**src/rtl/axi_rd_rr_arb_pkg.sv**
```systemverilog
// Shared definitions for the AXI read-channel round-robin arbiter.
// Contents: FSM state encoding, AXI burst/response constants, and an index-width helper
// that sizes grant registers for a given master count.
package axi_rd_rr_arb_pkg;

    typedef enum logic [1:0] {
        StIdle = 2'd0,
        StAr   = 2'd1,
        StR    = 2'd2
    } state_e;

    localparam logic [1:0] BURST_INCR = 2'b01;
    localparam logic [1:0] RESP_OKAY  = 2'b00;

    // Bits needed to index n items; never less than one bit.
    function automatic int unsigned idx_width(input int unsigned n);
        int unsigned w;
        w = 1;
        while ((32'd1 << w) < n) begin
            w = w + 1;
        end
        return w;
    endfunction

endpackage

```
**src/rtl/axi_rd_rr_arb_if.sv**
```systemverilog
// Signal bundle around the read arbiter: upstream per-master AR/R (m_*) and the single
// downstream AR/R channel (s_*). Per-master vectors hold master i in slice i.
// Modports:
//   slave  - the arbiter's view (consumes master requests and slave responses)
//   master - the environment's view (drives requests and responses)
interface axi_rd_rr_arb_if #(
    parameter int unsigned NUM_M      = 3,
    parameter int unsigned ADDR_WIDTH = 32,
    parameter int unsigned DATA_WIDTH = 32,
    parameter int unsigned ID_WIDTH   = 4
);
    logic [NUM_M*ADDR_WIDTH-1:0] m_araddr;
    logic [NUM_M*8-1:0]          m_arlen;
    logic [NUM_M*3-1:0]          m_arsize;
    logic [NUM_M*2-1:0]          m_arburst;
    logic [NUM_M-1:0]            m_arvalid;
    logic [NUM_M-1:0]            m_arready;
    logic [DATA_WIDTH-1:0]       m_rdata;
    logic [1:0]                  m_rresp;
    logic                        m_rlast;
    logic [NUM_M-1:0]            m_rvalid;
    logic [NUM_M-1:0]            m_rready;

    logic [ID_WIDTH-1:0]         s_arid;
    logic [ADDR_WIDTH-1:0]       s_araddr;
    logic [7:0]                  s_arlen;
    logic [2:0]                  s_arsize;
    logic [1:0]                  s_arburst;
    logic                        s_arvalid;
    logic                        s_arready;
    logic [ID_WIDTH-1:0]         s_rid;
    logic [DATA_WIDTH-1:0]       s_rdata;
    logic [1:0]                  s_rresp;
    logic                        s_rlast;
    logic                        s_rvalid;
    logic                        s_rready;

    modport slave (
        input  m_araddr, m_arlen, m_arsize, m_arburst, m_arvalid, m_rready,
        input  s_arready, s_rid, s_rdata, s_rresp, s_rlast, s_rvalid,
        output m_arready, m_rdata, m_rresp, m_rlast, m_rvalid,
        output s_arid, s_araddr, s_arlen, s_arsize, s_arburst, s_arvalid, s_rready
    );

    modport master (
        output m_araddr, m_arlen, m_arsize, m_arburst, m_arvalid, m_rready,
        output s_arready, s_rid, s_rdata, s_rresp, s_rlast, s_rvalid,
        input  m_arready, m_rdata, m_rresp, m_rlast, m_rvalid,
        input  s_arid, s_araddr, s_arlen, s_arsize, s_arburst, s_arvalid, s_rready
    );

endinterface

```
**src/rtl/axi_rd_rr_arb_rr_pick.sv**
```systemverilog
// Combinational round-robin picker.
// Ports:
//   req_i   - request vector, one bit per requester
//   last_i  - index of the previously granted requester
//   idx_o   - first requester found searching upward from last_i+1 with wrap
//   valid_o - at least one request is present
module axi_rd_rr_arb_rr_pick #(
    parameter int unsigned NumM = 3,
    parameter int unsigned IdxW = 2
) (
    input  logic [NumM-1:0] req_i,
    input  logic [IdxW-1:0] last_i,
    output logic [IdxW-1:0] idx_o,
    output logic            valid_o
);

    logic [IdxW-1:0] cand;
    logic            found;

    always_comb begin
        idx_o = '0;
        found = 1'b0;
        cand  = '0;
        for (int unsigned k = 1; k <= NumM; k++) begin
            cand = IdxW'((32'(last_i) + k) % NumM);
            if (!found && req_i[cand]) begin
                found = 1'b1;
                idx_o = cand;
            end
        end
        valid_o = found;
    end

endmodule

```
**src/rtl/axi_rd_rr_arb.sv**
```systemverilog
// Round-robin arbiter sharing one AXI4 read channel among NUM_M masters, one burst at a
// time. The granted master's index is issued as ARID; R beats are steered back to it and
// checked against the granted ARLEN and ID, raising a sticky proto_err on mismatch.
// Ports:
//   clk, rst  - clock and asynchronous active-high reset
//   bus       - upstream per-master AR/R and downstream AR/R (slave modport)
//   proto_err - sticky protocol-error flag, cleared only by rst
module axi_rd_rr_arb
    import axi_rd_rr_arb_pkg::*;
#(
    parameter int unsigned NUM_M      = 3,
    parameter int unsigned ADDR_WIDTH = 32,
    parameter int unsigned DATA_WIDTH = 32,
    parameter int unsigned ID_WIDTH   = 4
) (
    input  logic            clk,
    input  logic            rst,
    axi_rd_rr_arb_if.slave  bus,
    output logic            proto_err
);

    localparam int unsigned GW = idx_width(NUM_M);

    state_e          state_q, state_d;
    logic [GW-1:0]   grant_q, grant_d;
    logic [GW-1:0]   last_grant_q, last_grant_d;
    logic [7:0]      arlen_q, arlen_d;
    logic [7:0]      beat_q, beat_d;
    logic            proto_err_q, proto_err_d;

    logic [GW-1:0]   pick_idx;
    logic            pick_valid;
    logic            ar_hs, r_hs, len_bad, id_bad;

    axi_rd_rr_arb_rr_pick #(
        .NumM (NUM_M),
        .IdxW (GW)
    ) u_pick (
        .req_i   (bus.m_arvalid),
        .last_i  (last_grant_q),
        .idx_o   (pick_idx),
        .valid_o (pick_valid)
    );

    assign ar_hs   = (state_q == StAr) && bus.m_arvalid[grant_q] && bus.s_arready;
    assign r_hs    = (state_q == StR) && bus.s_rvalid && bus.m_rready[grant_q];
    // Last must coincide exactly with the beat numbered arlen.
    assign len_bad = bus.s_rlast != (beat_q == arlen_q);
    assign id_bad  = bus.s_rid != ID_WIDTH'(grant_q);

    always_comb begin
        state_d      = state_q;
        grant_d      = grant_q;
        last_grant_d = last_grant_q;
        arlen_d      = arlen_q;
        beat_d       = beat_q;
        proto_err_d  = proto_err_q;
        unique case (state_q)
            StIdle: begin
                if (pick_valid) begin
                    grant_d = pick_idx;
                    arlen_d = bus.m_arlen[int'(pick_idx)*8 +: 8];
                    state_d = StAr;
                end
            end
            StAr: begin
                if (ar_hs) begin
                    beat_d  = '0;
                    state_d = StR;
                end
            end
            StR: begin
                if (r_hs) begin
                    beat_d = beat_q + 8'd1;
                    if (len_bad || id_bad) begin
                        proto_err_d = 1'b1;
                    end
                    if (bus.s_rlast) begin
                        last_grant_d = grant_q;
                        state_d      = StIdle;
                    end
                end
            end
            default: state_d = StIdle;
        endcase
    end

    always_comb begin
        bus.s_arid    = ID_WIDTH'(grant_q);
        bus.s_araddr  = bus.m_araddr[int'(grant_q)*ADDR_WIDTH +: ADDR_WIDTH];
        bus.s_arlen   = bus.m_arlen[int'(grant_q)*8 +: 8];
        bus.s_arsize  = bus.m_arsize[int'(grant_q)*3 +: 3];
        bus.s_arburst = bus.m_arburst[int'(grant_q)*2 +: 2];
        bus.s_arvalid = 1'b0;
        bus.s_rready  = 1'b0;
        bus.m_arready = '0;
        bus.m_rvalid  = '0;
        bus.m_rdata   = DATA_WIDTH'(bus.s_rdata);
        bus.m_rresp   = bus.s_rresp;
        bus.m_rlast   = bus.s_rlast;
        if (state_q == StAr) begin
            bus.s_arvalid          = bus.m_arvalid[grant_q];
            bus.m_arready[grant_q] = bus.s_arready;
        end
        if (state_q == StR) begin
            bus.m_rvalid[grant_q] = bus.s_rvalid;
            bus.s_rready          = bus.m_rready[grant_q];
        end
    end

    assign proto_err = proto_err_q;

    always_ff @(posedge clk or posedge rst) begin
        if (rst) begin
            state_q      <= StIdle;
            grant_q      <= '0;
            last_grant_q <= GW'(NUM_M - 1);
            arlen_q      <= '0;
            beat_q       <= '0;
            proto_err_q  <= 1'b0;
        end else begin
            state_q      <= state_d;
            grant_q      <= grant_d;
            last_grant_q <= last_grant_d;
            arlen_q      <= arlen_d;
            beat_q       <= beat_d;
            proto_err_q  <= proto_err_d;
        end
    end

endmodule

```
**src/flat_wrapper.sv**
```systemverilog
// flat-port wrapper written by rule: the top's interface ports become plain ports
module axi_rd_rr_arb_flat import axi_rd_rr_arb_pkg::*;
#(
    parameter int unsigned NUM_M      = 3,
    parameter int unsigned ADDR_WIDTH = 32,
    parameter int unsigned DATA_WIDTH = 32,
    parameter int unsigned ID_WIDTH   = 4
)
  (clk, rst, proto_err, bus_m_araddr, bus_m_arlen, bus_m_arsize, bus_m_arburst, bus_m_arvalid, bus_m_rready, bus_s_arready, bus_s_rid, bus_s_rdata, bus_s_rresp, bus_s_rlast, bus_s_rvalid, bus_m_arready, bus_m_rdata, bus_m_rresp, bus_m_rlast, bus_m_rvalid, bus_s_arid, bus_s_araddr, bus_s_arlen, bus_s_arsize, bus_s_arburst, bus_s_arvalid, bus_s_rready);
  axi_rd_rr_arb_if #(.NUM_M(NUM_M), .ADDR_WIDTH(ADDR_WIDTH), .DATA_WIDTH(DATA_WIDTH), .ID_WIDTH(ID_WIDTH)) bus_i ();
  input  logic clk;
  input  logic rst;
  output logic proto_err;
  input wire logic [$bits(bus_i.m_araddr)-1:0] bus_m_araddr;
  input wire logic [$bits(bus_i.m_arlen)-1:0] bus_m_arlen;
  input wire logic [$bits(bus_i.m_arsize)-1:0] bus_m_arsize;
  input wire logic [$bits(bus_i.m_arburst)-1:0] bus_m_arburst;
  input wire logic [$bits(bus_i.m_arvalid)-1:0] bus_m_arvalid;
  input wire logic [$bits(bus_i.m_rready)-1:0] bus_m_rready;
  input wire logic [$bits(bus_i.s_arready)-1:0] bus_s_arready;
  input wire logic [$bits(bus_i.s_rid)-1:0] bus_s_rid;
  input wire logic [$bits(bus_i.s_rdata)-1:0] bus_s_rdata;
  input wire logic [$bits(bus_i.s_rresp)-1:0] bus_s_rresp;
  input wire logic [$bits(bus_i.s_rlast)-1:0] bus_s_rlast;
  input wire logic [$bits(bus_i.s_rvalid)-1:0] bus_s_rvalid;
  output wire logic [$bits(bus_i.m_arready)-1:0] bus_m_arready;
  output wire logic [$bits(bus_i.m_rdata)-1:0] bus_m_rdata;
  output wire logic [$bits(bus_i.m_rresp)-1:0] bus_m_rresp;
  output wire logic [$bits(bus_i.m_rlast)-1:0] bus_m_rlast;
  output wire logic [$bits(bus_i.m_rvalid)-1:0] bus_m_rvalid;
  output wire logic [$bits(bus_i.s_arid)-1:0] bus_s_arid;
  output wire logic [$bits(bus_i.s_araddr)-1:0] bus_s_araddr;
  output wire logic [$bits(bus_i.s_arlen)-1:0] bus_s_arlen;
  output wire logic [$bits(bus_i.s_arsize)-1:0] bus_s_arsize;
  output wire logic [$bits(bus_i.s_arburst)-1:0] bus_s_arburst;
  output wire logic [$bits(bus_i.s_arvalid)-1:0] bus_s_arvalid;
  output wire logic [$bits(bus_i.s_rready)-1:0] bus_s_rready;
  assign bus_i.m_araddr = bus_m_araddr;
  assign bus_i.m_arlen = bus_m_arlen;
  assign bus_i.m_arsize = bus_m_arsize;
  assign bus_i.m_arburst = bus_m_arburst;
  assign bus_i.m_arvalid = bus_m_arvalid;
  assign bus_i.m_rready = bus_m_rready;
  assign bus_i.s_arready = bus_s_arready;
  assign bus_i.s_rid = bus_s_rid;
  assign bus_i.s_rdata = bus_s_rdata;
  assign bus_i.s_rresp = bus_s_rresp;
  assign bus_i.s_rlast = bus_s_rlast;
  assign bus_i.s_rvalid = bus_s_rvalid;
  assign bus_m_arready = bus_i.m_arready;
  assign bus_m_rdata = bus_i.m_rdata;
  assign bus_m_rresp = bus_i.m_rresp;
  assign bus_m_rlast = bus_i.m_rlast;
  assign bus_m_rvalid = bus_i.m_rvalid;
  assign bus_s_arid = bus_i.s_arid;
  assign bus_s_araddr = bus_i.s_araddr;
  assign bus_s_arlen = bus_i.s_arlen;
  assign bus_s_arsize = bus_i.s_arsize;
  assign bus_s_arburst = bus_i.s_arburst;
  assign bus_s_arvalid = bus_i.s_arvalid;
  assign bus_s_rready = bus_i.s_rready;
  axi_rd_rr_arb #(.NUM_M(NUM_M), .ADDR_WIDTH(ADDR_WIDTH), .DATA_WIDTH(DATA_WIDTH), .ID_WIDTH(ID_WIDTH)) u_core (.clk(clk), .rst(rst), .bus(bus_i), .proto_err(proto_err));
endmodule
```
**config.mk**
```make
export PLATFORM = sky130hd
export DESIGN_NAME = axi_rd_rr_arb_flat
export DESIGN_NICKNAME = d
export VERILOG_FILES = /design/src/rtl/axi_rd_rr_arb_pkg.sv /design/src/rtl/axi_rd_rr_arb_if.sv /design/src/rtl/axi_rd_rr_arb_rr_pick.sv /design/src/rtl/axi_rd_rr_arb.sv /design/src/flat_wrapper.sv
export SDC_FILE = /design/constraint.sdc
export NUM_CORES = 1
export LEC_CHECK = 0
export BUFFER_PORTS_ARGS = -buffer_cell sky130_fd_sc_hd__buf_2
export CAP_MARGIN = 20
export CELL_PAD_IN_SITES_DETAIL_PLACEMENT = 1
export CELL_PAD_IN_SITES_GLOBAL_PLACEMENT = 1
export CORE_MARGIN = 2
export CORE_UTILIZATION = 21
export CTS_BUF_LIST = sky130_fd_sc_hd__clkbuf_16
export CTS_CLUSTER_DIAMETER = 150
export CTS_CLUSTER_SIZE = 25
export DETAILED_ROUTE_END_ITERATION = 12
export PLACE_DENSITY = 0.9
export SYNTH_ARGS = -nofsm -noshare
export SYNTH_HDL_FRONTEND = slang
export SYNTH_HIERARCHICAL = 1
export SYNTH_SLANG_ARGS = --single-unit
```
**constraint.sdc**
```tcl
create_clock -name clk -period 2.1 [get_ports clk]
set_input_delay 0.315 -clock clk [delete_from_list [all_inputs] [get_ports clk]]
set_output_delay 0.315 -clock clk [all_outputs]
set_load 0.05 [all_outputs]
```
-- Word-level counts from Yosys, hierarchy flattened
Cells that the tools add are included.
- shifts and indexed selects: 5
- add/sub/neg operators: 4
- $lt $le $gt $ge: 5
- multipliers: 1
- eq/ne operators: 9
- bitwise logic cells: 2
- multiplexer cells: 30
- div/mod/pow operators: 3
- reductions and logical operators: 17
- operators by type and width (cell ; count):
    32-bit by 2-bit remainder unit with 32-bit output, second input constant ; 3
    96-bit by 8-bit indexed part select with 32-bit output ; 1
    24-bit by 6-bit indexed part select with 8-bit output ; 2
    9-bit by 32-bit indexed part select with 3-bit output ; 1
    8-bit two-way mux ; 2
    8-bit one-hot mux with 2 select lines ; 1
    2-bit two-way mux ; 7
    2-bit by 3-bit < comparator with 1-bit output, second input constant ; 4
    1-bit two-way mux ; 11
    1-bit binary-select mux with 2-bit select ; 5
    3-bit AND reduction ; 3
    8-bit by 1-bit adder with 8-bit output, second input constant ; 1
    8-bit == test ; 1
    1-bit logical AND ; 7
    2-bit by 2-bit adder with 3-bit output, second input constant ; 2
    3-bit AND ; 2
    3-bit two-way mux ; 2
    2-bit by 1-bit != test with 1-bit output, second input constant ; 3
    2-bit one-hot mux with 3 select lines ; 1
    6-bit by 4-bit indexed part select with 2-bit output ; 1
    2-bit by 2-bit multiplier with 4-bit output, second input constant ; 1
    4-bit by 2-bit != test with 1-bit output ; 1
    4-bit AND reduction ; 1
    2-bit by 1-bit adder with 3-bit output, second input constant ; 1
    other kinds (11) ; 12
- bits in registers: 23
- logic and storage cells: 82
- input port bits: 184

-- Depth between registers and ports, before layout
Gate-level depths: netlist of run 1.
- depth after elaboration: 13
- depth in mapped cells: 10

-- Cells and area by module
The synthesis of run 1 kept the hierarchy.
- modules (own cells, without submodules) (module ; area an instance (um^2) ; times used ; cells an instance):
    axi_rd_rr_arb ; 2620.0 ; 1 ; 344
    axi_rd_rr_arb_rr_pick ; 131.4 ; 1 ; 20

-- Worst setup path before layout of run 1
Ideal clock, no wire load.
- path type: register to output
- start: register u_core.grant_q[0]
- end: output port bus_s_arvalid
- arrival: 2.391 ns
- buffers on the path: 1
- data required time: 1.785 ns
- setup slack: -0.606 ns
- stages on the path, launching flop included: 5
- path through: dfrtp_1 nor2b_1 buf_2 a2bb2oi_1 nor3b_1
- word-level cells in the longest chain between the ends: 3
- ends and longest elaborated chain (item ; line ; source):
    start: declaration ; axi_rd_rr_arb.sv:25 ; logic [GW-1:0] grant_q, grant_d;
    start signal: assignment ; axi_rd_rr_arb.sv:123 ; grant_q <= grant_d;
    1-bit binary-select mux with 2-bit select ; axi_rd_rr_arb.sv:102 ; bus.s_arvalid = bus.m_arvalid[grant_q];
    1-bit two-way mux (not written as such) ; axi_rd_rr_arb.sv:102 ;
    1-bit two-way mux ; axi_rd_rr_arb.sv:101 ; if (state_q == StAr) begin
    end: declaration ; flat_wrapper.sv:36 ; output wire logic [$bits(bus_i.s_arvalid)-1:0] bus_s_arvalid;
No other way between the ends. The select of a mux whose other input is x is not followed.

-- Worst setup path in the final report of run 1
- start: register u_core.last_grant_q[1]
- end: register u_core.grant_q[0]
- word-level cells in the longest chain between the ends: 12
- ends and longest elaborated chain (item ; line ; source):
    start: declaration ; axi_rd_rr_arb.sv:26 ; logic [GW-1:0] last_grant_q, last_grant_d;
    start signal: assignment ; axi_rd_rr_arb.sv:117 ; last_grant_q <= GW'(NUM_M - 1);
    start signal: assignment ; axi_rd_rr_arb.sv:124 ; last_grant_q <= last_grant_d;
    2-bit by 1-bit adder with 3-bit output ; axi_rd_rr_arb_rr_pick.sv:25 ; cand = IdxW'((32'(last_i) + k) % NumM);
    32-bit by 2-bit remainder unit with 32-bit output ; axi_rd_rr_arb_rr_pick.sv:25 ;
    1-bit binary-select mux with 2-bit select ; axi_rd_rr_arb_rr_pick.sv:26 ; if (!found && req_i[cand]) begin
    1-bit two-way mux (not written as such) ; axi_rd_rr_arb_rr_pick.sv:26 ;
    1-bit two-way mux ; axi_rd_rr_arb_rr_pick.sv:26 ;
    1-bit logical NOT ; axi_rd_rr_arb_rr_pick.sv:26 ;
    1-bit logical AND ; axi_rd_rr_arb_rr_pick.sv:26 ;
    1-bit two-way mux ; axi_rd_rr_arb_rr_pick.sv:26 ;
    1-bit logical NOT ; axi_rd_rr_arb_rr_pick.sv:26 ;
    1-bit logical AND ; axi_rd_rr_arb_rr_pick.sv:26 ;
    1-bit two-way mux * ; axi_rd_rr_arb_rr_pick.sv:26 ;
    named net u_core.pick_valid ; axi_rd_rr_arb.sv:32 ; logic pick_valid;
    2-bit AND reduction (no source line) * ; n/a ;
The timed path passes the listed nets; every way through them passes the cells marked *. The select of a mux whose other input is x is not followed.
A chain may end at the register's enable or synchronous reset.

==> results.txt, run 1 <==
The run finished with clean final reports. The run gives 23 as the number of clock sinks. Leaving out fill and tap cells, the most frequent cells in the layout are 159 x buf_2, 58 x mux2i_1, 47 x buf_4.

The net count reported at finish is 725, and the post-layout minimum cycle time is 2.08 ns. The tools report the number of global-route vias before repair as 3,562. The number of hold buffers added after CTS was 0.

During I/O placement, the number of pins put on the boundary was 277. The longest clock path from root to sink contains 2 buffers. The post-route fraction of the period consumed by the critical path was 0.991; the total track usage was 0.166. The number of nets still failing antenna checks after routing is 0, and the number of optimization iterations in the first detailed-route pass is 5.

The layout cell share with drive strength beyond 1 came out at 0.542. The power share of the combinational group is 0.835, and the number of buffers added by the clock tree synthesis step is 3. Summed over all nets, the switching power comes to 4.36 mW.

In this run the core area contains 41 standard-cell rows. The final core utilization is 0.342, and the number of antenna repair diodes is 0. Worst relative slew slack: 0.569. Counting cells, the worst reg-to-reg path comes to 7.

The instance count of the mapped netlist was 364. Once detailed placement completed, the half-perimeter wirelength came to 9500 µm. The type of element launching the critical path was a flop. For this run, design rule violations remaining after detail routing come to 0. Fraction of power consumed by the clock network: 0.055.

The met2 track demand over resource in global routing is 0.292, and the total design power is 7.54 mW. The die covers 14,000 µm². The leakage power of the design came out at 2.08 nW.

The buffer cell driving the clock tree root is clkbuf_16. The die width is 118 µm, and the number of flops mapped to enable cells by yosys is 0. The area added between synthesis and finish works out to 58.3%. The switching part of the total power was 0.577.

The worst path buffer plus inverter count was 2. Along the worst path, the maximum fanout reaches 6. Worst-margin pin slew: 0.646 ns. From bottom edge to top edge, the die measures 118 µm. After the first detailed-routing iteration, the DRC count stood at 125. The number of vias after detailed routing was 3,307; the final-report hold violation count was 0. The relative contribution of sequential cells to total power is 0.109. The setup skew after layout was 0.00550 ns.

The detail-routed net length per standard cell came out at 17.8 µm. The tools report the routed wire length as 12,600 µm. The tools report the core region area as 12,700 µm². The top achievable clock speed is 481 MHz, and the maximum level of the CTS H-tree is 1. The cell-internal power was 3.19 mW. The layer flagged by global routing as most heavily used is met2.

Counting tap cells, the placed design contains a total of 695 instances. Number of max-cap violations: 0. Dividing the detail-routed via count by the number of cells gives 4.66. The critical path is of the flop to flop type. The share of synthesized flip-flops with an asynchronous set or reset is 1.00, and the global routing met3 resource utilization is 0.0304. The netlist area before placement was 2750 µm²; the register bit total from synthesis was 23. The effective utilization at floorplan came out at 0.216.

For the met1 demand-to-capacity share in global routing, the log shows 0.203. The class of the tightest hold or removal check is primary input to async pin. TritonCTS built the clock tree. STA puts the critical path data arrival time at 2.22 ns. Entering global routing, the biggest net connects 49 pins. Areal power density over the cells: 1730 nW/µm².

Most common library cell in the layout ignoring fill and taps: buf_2. Among all stages on the critical path, the largest delay is contributed by dfstp_2. For this run, the number of Yosys warnings is 6. The first global-routing pass estimated 19,000 µm of wire. The critical path's top delay family is flip-flops. Once layout is complete, the cells apart from fillers number 709. For the worst setup path, the data required time is 2.24 ns.

Summed over all layers, the global routing overflow is 0. The clock-pin slew reported for the worst setup and hold paths after clock tree synthesis came out at 0.06 ns. Setup violations remaining at the end of the flow were counted as 0. The tools report the insertion delay of the later-clocked pin in the worst-skew pair as 0.26 ns. Traced cell by cell, the critical path runs through inv_2 > ha_4 > maj3_2 > a21oi_2 > nor3b_4 > buf_4 > mux2_4. Routability-driven placement finished with a final weighted congestion of 0.859. Among all flip-flop cells after synthesis, the most frequent one is dfrtp_1.

For the total count of max-transition violations in the final report, the log shows 0. The peak ir drop on the vdd network was 0.880 mV. The worst setup path is captured at a flop.

The distinct cell type count after synthesis was 44; the total number of cells along the worst setup path was 7. Synthesized area divided by synthesized cell count: 7.56 µm². The count of buffers added on input and output ports is 206. The share of the yosys chip area belonging to registers was 0.210. The number of antenna violations at the first check in global routing is 0.

The largest incremental delay on the critical path works out to 0.57 ns.
-- cells in the mapped netlist, types with 4 or more instances --
master / instances / share of area
inv_1: 8 / 0.011
nand3_1: 7 / 0.013
xnor2_1: 8 / 0.025
nand4_1: 5 / 0.011
nand2b_1: 4 / 0.0091
dfrtp_1: 22 / 0.20
buf_2: 6 / 0.011
nor2_1: 24 / 0.033
buf_4: 38 / 0.10
o21ai_1: 48 / 0.087
clkbuf_1: 7 / 0.0096
nand2_1: 48 / 0.065
a21oi_1: 22 / 0.040
nor2b_1: 4 / 0.0091
or4_1: 5 / 0.014
buf_1: 8 / 0.011
mux2i_1: 59 / 0.21
-- kinds of logic after synthesis --
group,share of synthesized area
AOI/OAI and AO/OA,0.180
other,0.00136
muxes,0.231
xor gates and xnor gates,0.0318
adders and majority gates,0.0177
buffers and inverters,0.146
DFF,0.210
and+or+nand+nor,0.183
-- power by group through the flow --
stage | clock network, mW | logic (mW) | registers (mW)
final | 0.418 | 6.30 | 0.824
after floorplan | 0 | 4.18 | 0.830
after detailed placement | 0 | 5.38 | 0.820
after global placement | 0 | 5.29 | 0.807
after CTS | 0.434 | 5.71 | 0.815
after global routing | 0.453 | 6.64 | 0.851
-- area by class of cell --
cell class | count | area (µm²)
multi-input combinational | 275 | 2000
clock inverter | 1 | 5.00
clock buffer | 3 | 75.1
tap | 172 | 215
fill | 1608 | 8370
sequential | 23 | 582
timing repair buffer | 227 | 1450
inverter | 8 | 30.0
-- per-layer routing --
metal / share of wire / wire (µm)
met1: 0.43 / 5460
met2: 0.49 / 6140
met3: 0.061 / 774
met4: 0.018 / 221
met5: 0 / 0
-- path summary, 6_finish.rpt --
| path | start | to | slack, ns |
|---|---|---|---|
| setup / recovery | u_core/last_grant_q[1] | u_core/grant_q[0] | 0.02 |
| hold / removal | rst | u_core/beat_q[3] | 0.14 |
| setup reg to reg | u_core/last_grant_q[1] | u_core/grant_q[0] | 0.02 |
| hold reg to reg | u_core/arlen_q[1] | u_core/arlen_q[1] | 0.56 |
| max in group asynchronous | rst | u_core/beat_q[6] | 1.38 |
| min in group clk | bus_m_arlen[11] | u_core/arlen_q[3] | 0.38 |
-- metrics by stage --
step | setup WS (ns) | cell area (µm²) | setup TNS, ns | hold WS (ns)
floorplan | -0.391 | 2900 | -3.04 | 0.316
finish | 0.0194 | 4360 | 0 | 0.136
global placement | 0.0983 | 3910 | 0 | 0.407
detailed placement | 0.0343 | 3910 | 0 | 0.439
CTS | 0.00262 | 4110 | 0 | 0.146
global route | -0.0334 | 4360 | -0.0771 | 0.172
-- timing repair --
item                       in CTS  in global routing
resized for setup              48                 32
cloned                          0                  5
setup endpoints to repair      48                 51
pin swaps                       0                  2
setup buffers                   0                  5
-- sequential cells by signal (all words and copies together) (netlist names) --
name                 count
u_core/arlen_q           8
u_core/beat_q            8
u_core/grant_q           2
u_core/last_grant_q      2
u_core/state_q           2
u_core/proto_err         1
Note: power is estimated with default switching activity, not from simulation.
==> inputs of run 2 (changes only) <==
- ABC_AREA: unset -> 1
- CORE_UTILIZATION: 21 -> 20
- PLACE_DENSITY: 0.9 -> 0.89
==> run 2 against run 1 <==
Cell area is 6.1% lower. Combinational power is 3% lower. Clock power is 3% higher. Critical path type unchanged. Fmax is 2.5% higher. Synthesized cell count is 25% higher. Hold slack worse by 0.13 ns. Worst setup slack better by 0.051 ns. Cell count is 14% higher. Largest cell class unchanged. Global-route usage is 0.053 points lower. Critical path depth is 6 higher. Core utilization is 4.4 points lower. Clock skew is 0.0018 ns lower.
==> results.txt, run 2 <==
The final-layout fill cell count is 1,833 (+14%), and the die width is 122 µm (+2.8%). The number of nets still failing antenna checks after routing was 0 (unchanged); the overflow left after global routing was 0 (unchanged). The share of synthesized flip-flops with an asynchronous set or reset is 1.00 (unchanged), and the number of max-cap violations is 0 (unchanged). The number of clock sinks came out at 23 (unchanged).

Total cell area at the placement stage: 3860 µm² (-1.2%). In this run the critical register-to-register path is captured at u_core/arlen_q[0]. The number of optimization iterations in the first detailed-route pass came out at 4 (-1). Prevailing post-synth register cell: dfrtp_1.

First-pass GRT wire length: 19,400 µm (+2.2%). In the post-synthesis netlist, the biggest area contributors are nand2_1 22%, dfrtp_1 20%, a22oi_1 12%. Type of destination of the critical path: a flop. The maximum fanout along the worst path is 8 (+2), and the detail-routed net length per standard cell is 15.9 µm (-11%). In this run the most used layer during global routing was met2.

The run gives 3,616 (+9.3%) as the number of vias after detailed routing. The areal power density over the cells works out to 1780 nW/µm² (+3.0%). The clock-pin slew reported for the worst setup and hold paths after clock tree synthesis is 0.07 ns (about the same), and the share of the yosys chip area belonging to registers is 0.208 (-0.00189). TritonCTS built the clock tree.

The routed wire length is 12,800 µm (+1.5%). The cell type contributing the most total cell area after synthesis is nand2_1. The layout cell share with drive strength beyond 1 is 0.427 (-0.115). The critical setup path kind was flop to flop. The logs give 0 (unchanged) for the total count of max-transition violations in the final report and 10,300 µm (+8.9%) for the half-perimeter wire length after detailed placement. The run gives 0.315 (+0.0230) as the met2 track demand over resource in global routing.

The run gives 0.806 (-6.1%) as the placer's final routability congestion estimate. Setup repair after global routing could not meet its margin everywhere. The final standard cell area without fillers came out at 4090 µm² (-6.1%). The number of global-route vias before repair was 3,636 (+2.1%); the final-report hold violation count was 0 (unchanged).

The run gives 0.298 (-0.0441) as the final core utilization. The insertion delay of the later-clocked pin in the worst-skew pair was 0.26 ns (about the same); the average via count per standard cell was 4.49 (-3.7%). The setup skew after layout is 0.00370 ns (-0.00179 ns), and the netlist area before placement is 2780 µm² (+0.91%).

The largest registers in the layout are u_core/arlen_q x8, u_core/beat_q x8. The core region area came out at 13,700 µm² (+7.8%). Yosys instantiated no cell more often than nand2_1. Largest net degree at the start of global routing: 46 (-6.1%). The number of warning messages in the yosys log was 6 (unchanged); the worst endpoint data arrival time was 2.16 ns (-0.06 ns). The standard-cell row count is 43 (+4.9%), and the met1 demand-to-capacity share in global routing is 0.197 (-0.00677). The area added between synthesis and finish was 47.4%.

The run finished with clean final reports. The tools report the maximum clock path buffer count as 2 (unchanged). For the number of remaining DRC errors, the log shows 0 (unchanged).

The leakage power of the design is 2.23 nW (+7.3%), and the number of flops mapped to enable cells by yosys is 0 (unchanged). The critical path required time was 2.23 ns (about the same). By count the netlist is led by 166 x nand2_1, 44 x a22oi_1, 37 x buf_4, 37 x inv_1, 34 x nor2_1. The number of antenna violations at the first check in global routing is 3 (+3).

The post-layout minimum cycle time works out to 2.03 ns (-0.0511 ns). The synthesized area divided by synthesized cell count came out at 6.09 µm² (-19%). The tightest min-delay check is of the primary input to async pin type. STA classifies the critical path startpoint as a flop. The post-route fraction of the period consumed by the critical path was 0.966 (-0.0243). The depth of the most critical reg-to-reg path is 13 (+6). The signal on the critical path passes through inv_2 > ha_4 > inv_4 > nand2_2 > nand3_2 > nand2_4 > nand3_2 > nand2_2 > inv_2 > nand2_4 > buf_4 > mux2i_1 > o221ai_1. Peak ir drop on the vdd network: 0.584 mV (-34%).

For the total track usage, the log shows 0.165 (-0.000528). The run gives 0.202 (-0.0139) as the effective utilization at floorplan. The die outline height was 122 µm (+2.8%); the number of I/O port buffers was 206 (unchanged).

In the layout the commonest cells are 187 x buf_2, 164 x nand2_1, 44 x a22oi_1. The count of boundary I/O pins was 277 (unchanged); the maximum level of the CTS H-tree was 1 (unchanged). The register bit total from synthesis was 23 (unchanged); the total of endpoints with negative setup slack in the final report was 0 (unchanged). The distinct cell type count after synthesis was 35 (-20%); the instance count of the mapped netlist was 456 (+25%). The number of buffers added by the clock tree synthesis step was 3 (unchanged); the worst path buffer plus inverter count was 4 (+2).

The tools report the global routing met3 resource utilization as 0.0318 (+0.00143). The kind of cell with the highest combined delay along the critical path is simple AND/OR/NAND/NOR gates. For the top achievable clock speed, the log shows 493 MHz (+2.5%). The root buffer cell chosen for the clock tree is clkbuf_16. Cell with the biggest individual delay on the critical path: dfrtp_1. The worst register-to-register path begins at u_core/last_grant_q[0]. The tools report the worst setup slack for register-to-register paths as 0.07 ns (+0.05 ns). The net count reported at finish was 811 (+12%); the share of the synthesized area in the top cell type was 0.224 (+0.00978). The largest incremental delay on the critical path was 0.43 ns (-0.14 ns); the die outline area was 14,800 µm² (+5.7%). Most common library cell in the layout ignoring fill and taps: buf_2.

The violation count after the first detailed-route iteration was 117 (-6.4%).
[run 2: cell types whose count changed after synthesis, moves of 7 or more]
cell	previous run	this run
mux2i_1	59	1
inv_1	8	37
nand3_1	7	18
nand2_1	48	166
o21ai_1	48	2
o21ai_2	0	7
a22oi_1	0	44
buf_1	8	0
nor2_1	24	34
a21oi_1	22	14
o21ai_0	3	12
[run 2: what timing repair did]
item | CTS | global route
cloned | 0 | 1
hold endpoints to repair | 0 | 0
setup buffers | 0 | 2
resized for setup | 9 | 35
setup endpoints to repair | 30 | 31
hold buffers | 0 | 0
pin swaps | 1 | 11
[run 2: through the flow]
| stage | TNS (ns) | worst slack, ns | hold slack (ns) | power [mW] | cells |
|---|---|---|---|---|---|
| after floorplan | -0.161 | -0.0805 | 0.316 | 5.02 | 457 |
| after detailed placement | -0.841 | -0.146 | 0.291 | 6.62 | 796 |
| after global placement | 0 | 0.0251 | 0.282 | 6.51 | 796 |
| after CTS | 0 | 0.0173 | 0.00998 | 7.12 | 800 |
| final | 0 | 0.0705 | 0.00242 | 7.30 | 805 |
| after global routing | -0.186 | -0.0582 | 0.0175 | 7.80 | 803 |
[run 2: cell families after synthesis]
| family | count (synthesis) | share of synthesized area |
|---|---|---|
| simple gates | 237 | 0.352 |
| fa+ha+maj | 3 | 0.0135 |
| compound gates | 85 | 0.207 |
| mux | 1 | 0.00361 |
| xor+xnor | 7 | 0.0221 |
| buf+inv | 99 | 0.192 |
| flops | 23 | 0.208 |
| other cells | 1 | 0.00135 |
[run 2: area by class of cell]
| cell class | instances | area (µm²) | share of cell area |
|---|---|---|---|
| multi-input combinational | 335 | 1740 | 0.426 |
| timing repair buffer | 219 | 1300 | 0.317 |
| sequential | 23 | 579 | 0.142 |
| tap | 180 | 225 | 0.0550 |
| inverter | 42 | 163 | 0.0398 |
| clock buffer | 3 | 75.1 | 0.0183 |
| clock inverter | 1 | 5.00 | 0.00122 |
| antenna | 2 | 5.00 | 0.00122 |
[run 2: power breakdown]
part	leakage (nW)	switching (mW)	internal (mW)	total, mW
logic	1.91	4.31	1.79	6.11
registers	0.284	0.159	0.601	0.760
clock network	0.0409	0.174	0.257	0.430
[run 2: how the worst max path moves through the flow]
stage,startpoint,to,depth (start not counted),slack (ns)
floorplan,u_core/grant_q[1],bus_m_arready[2],5,-0.08
global placement,u_core/last_grant_q[1],u_core/arlen_q[1],12,0.03
detailed placement,u_core/last_grant_q[1],u_core/arlen_q[5],8,-0.15
CTS,u_core/last_grant_q[1],u_core/arlen_q[5],14,0.02
global route,u_core/last_grant_q[0],u_core/arlen_q[4],15,-0.06
finish,u_core/last_grant_q[0],u_core/arlen_q[0],13,0.07
[run 2: worst reg2reg max path, delay by kind of cell (launching register included)]
family | cells | cell delay (ns)
fa+ha+maj | 1 | 0.34
buf+inv | 4 | 0.29
compound gates | 1 | 0.13
simple gates | 6 | 0.48
flops | 1 | 0.43
mux | 1 | 0.24
[run 2: layer usage]
metal  routed length (µm)  up-vias
met5                    0        -
met3                  852       14
li1                     -     1776
met1                 5070     1684
met2                 6780      142
met4                   79        0
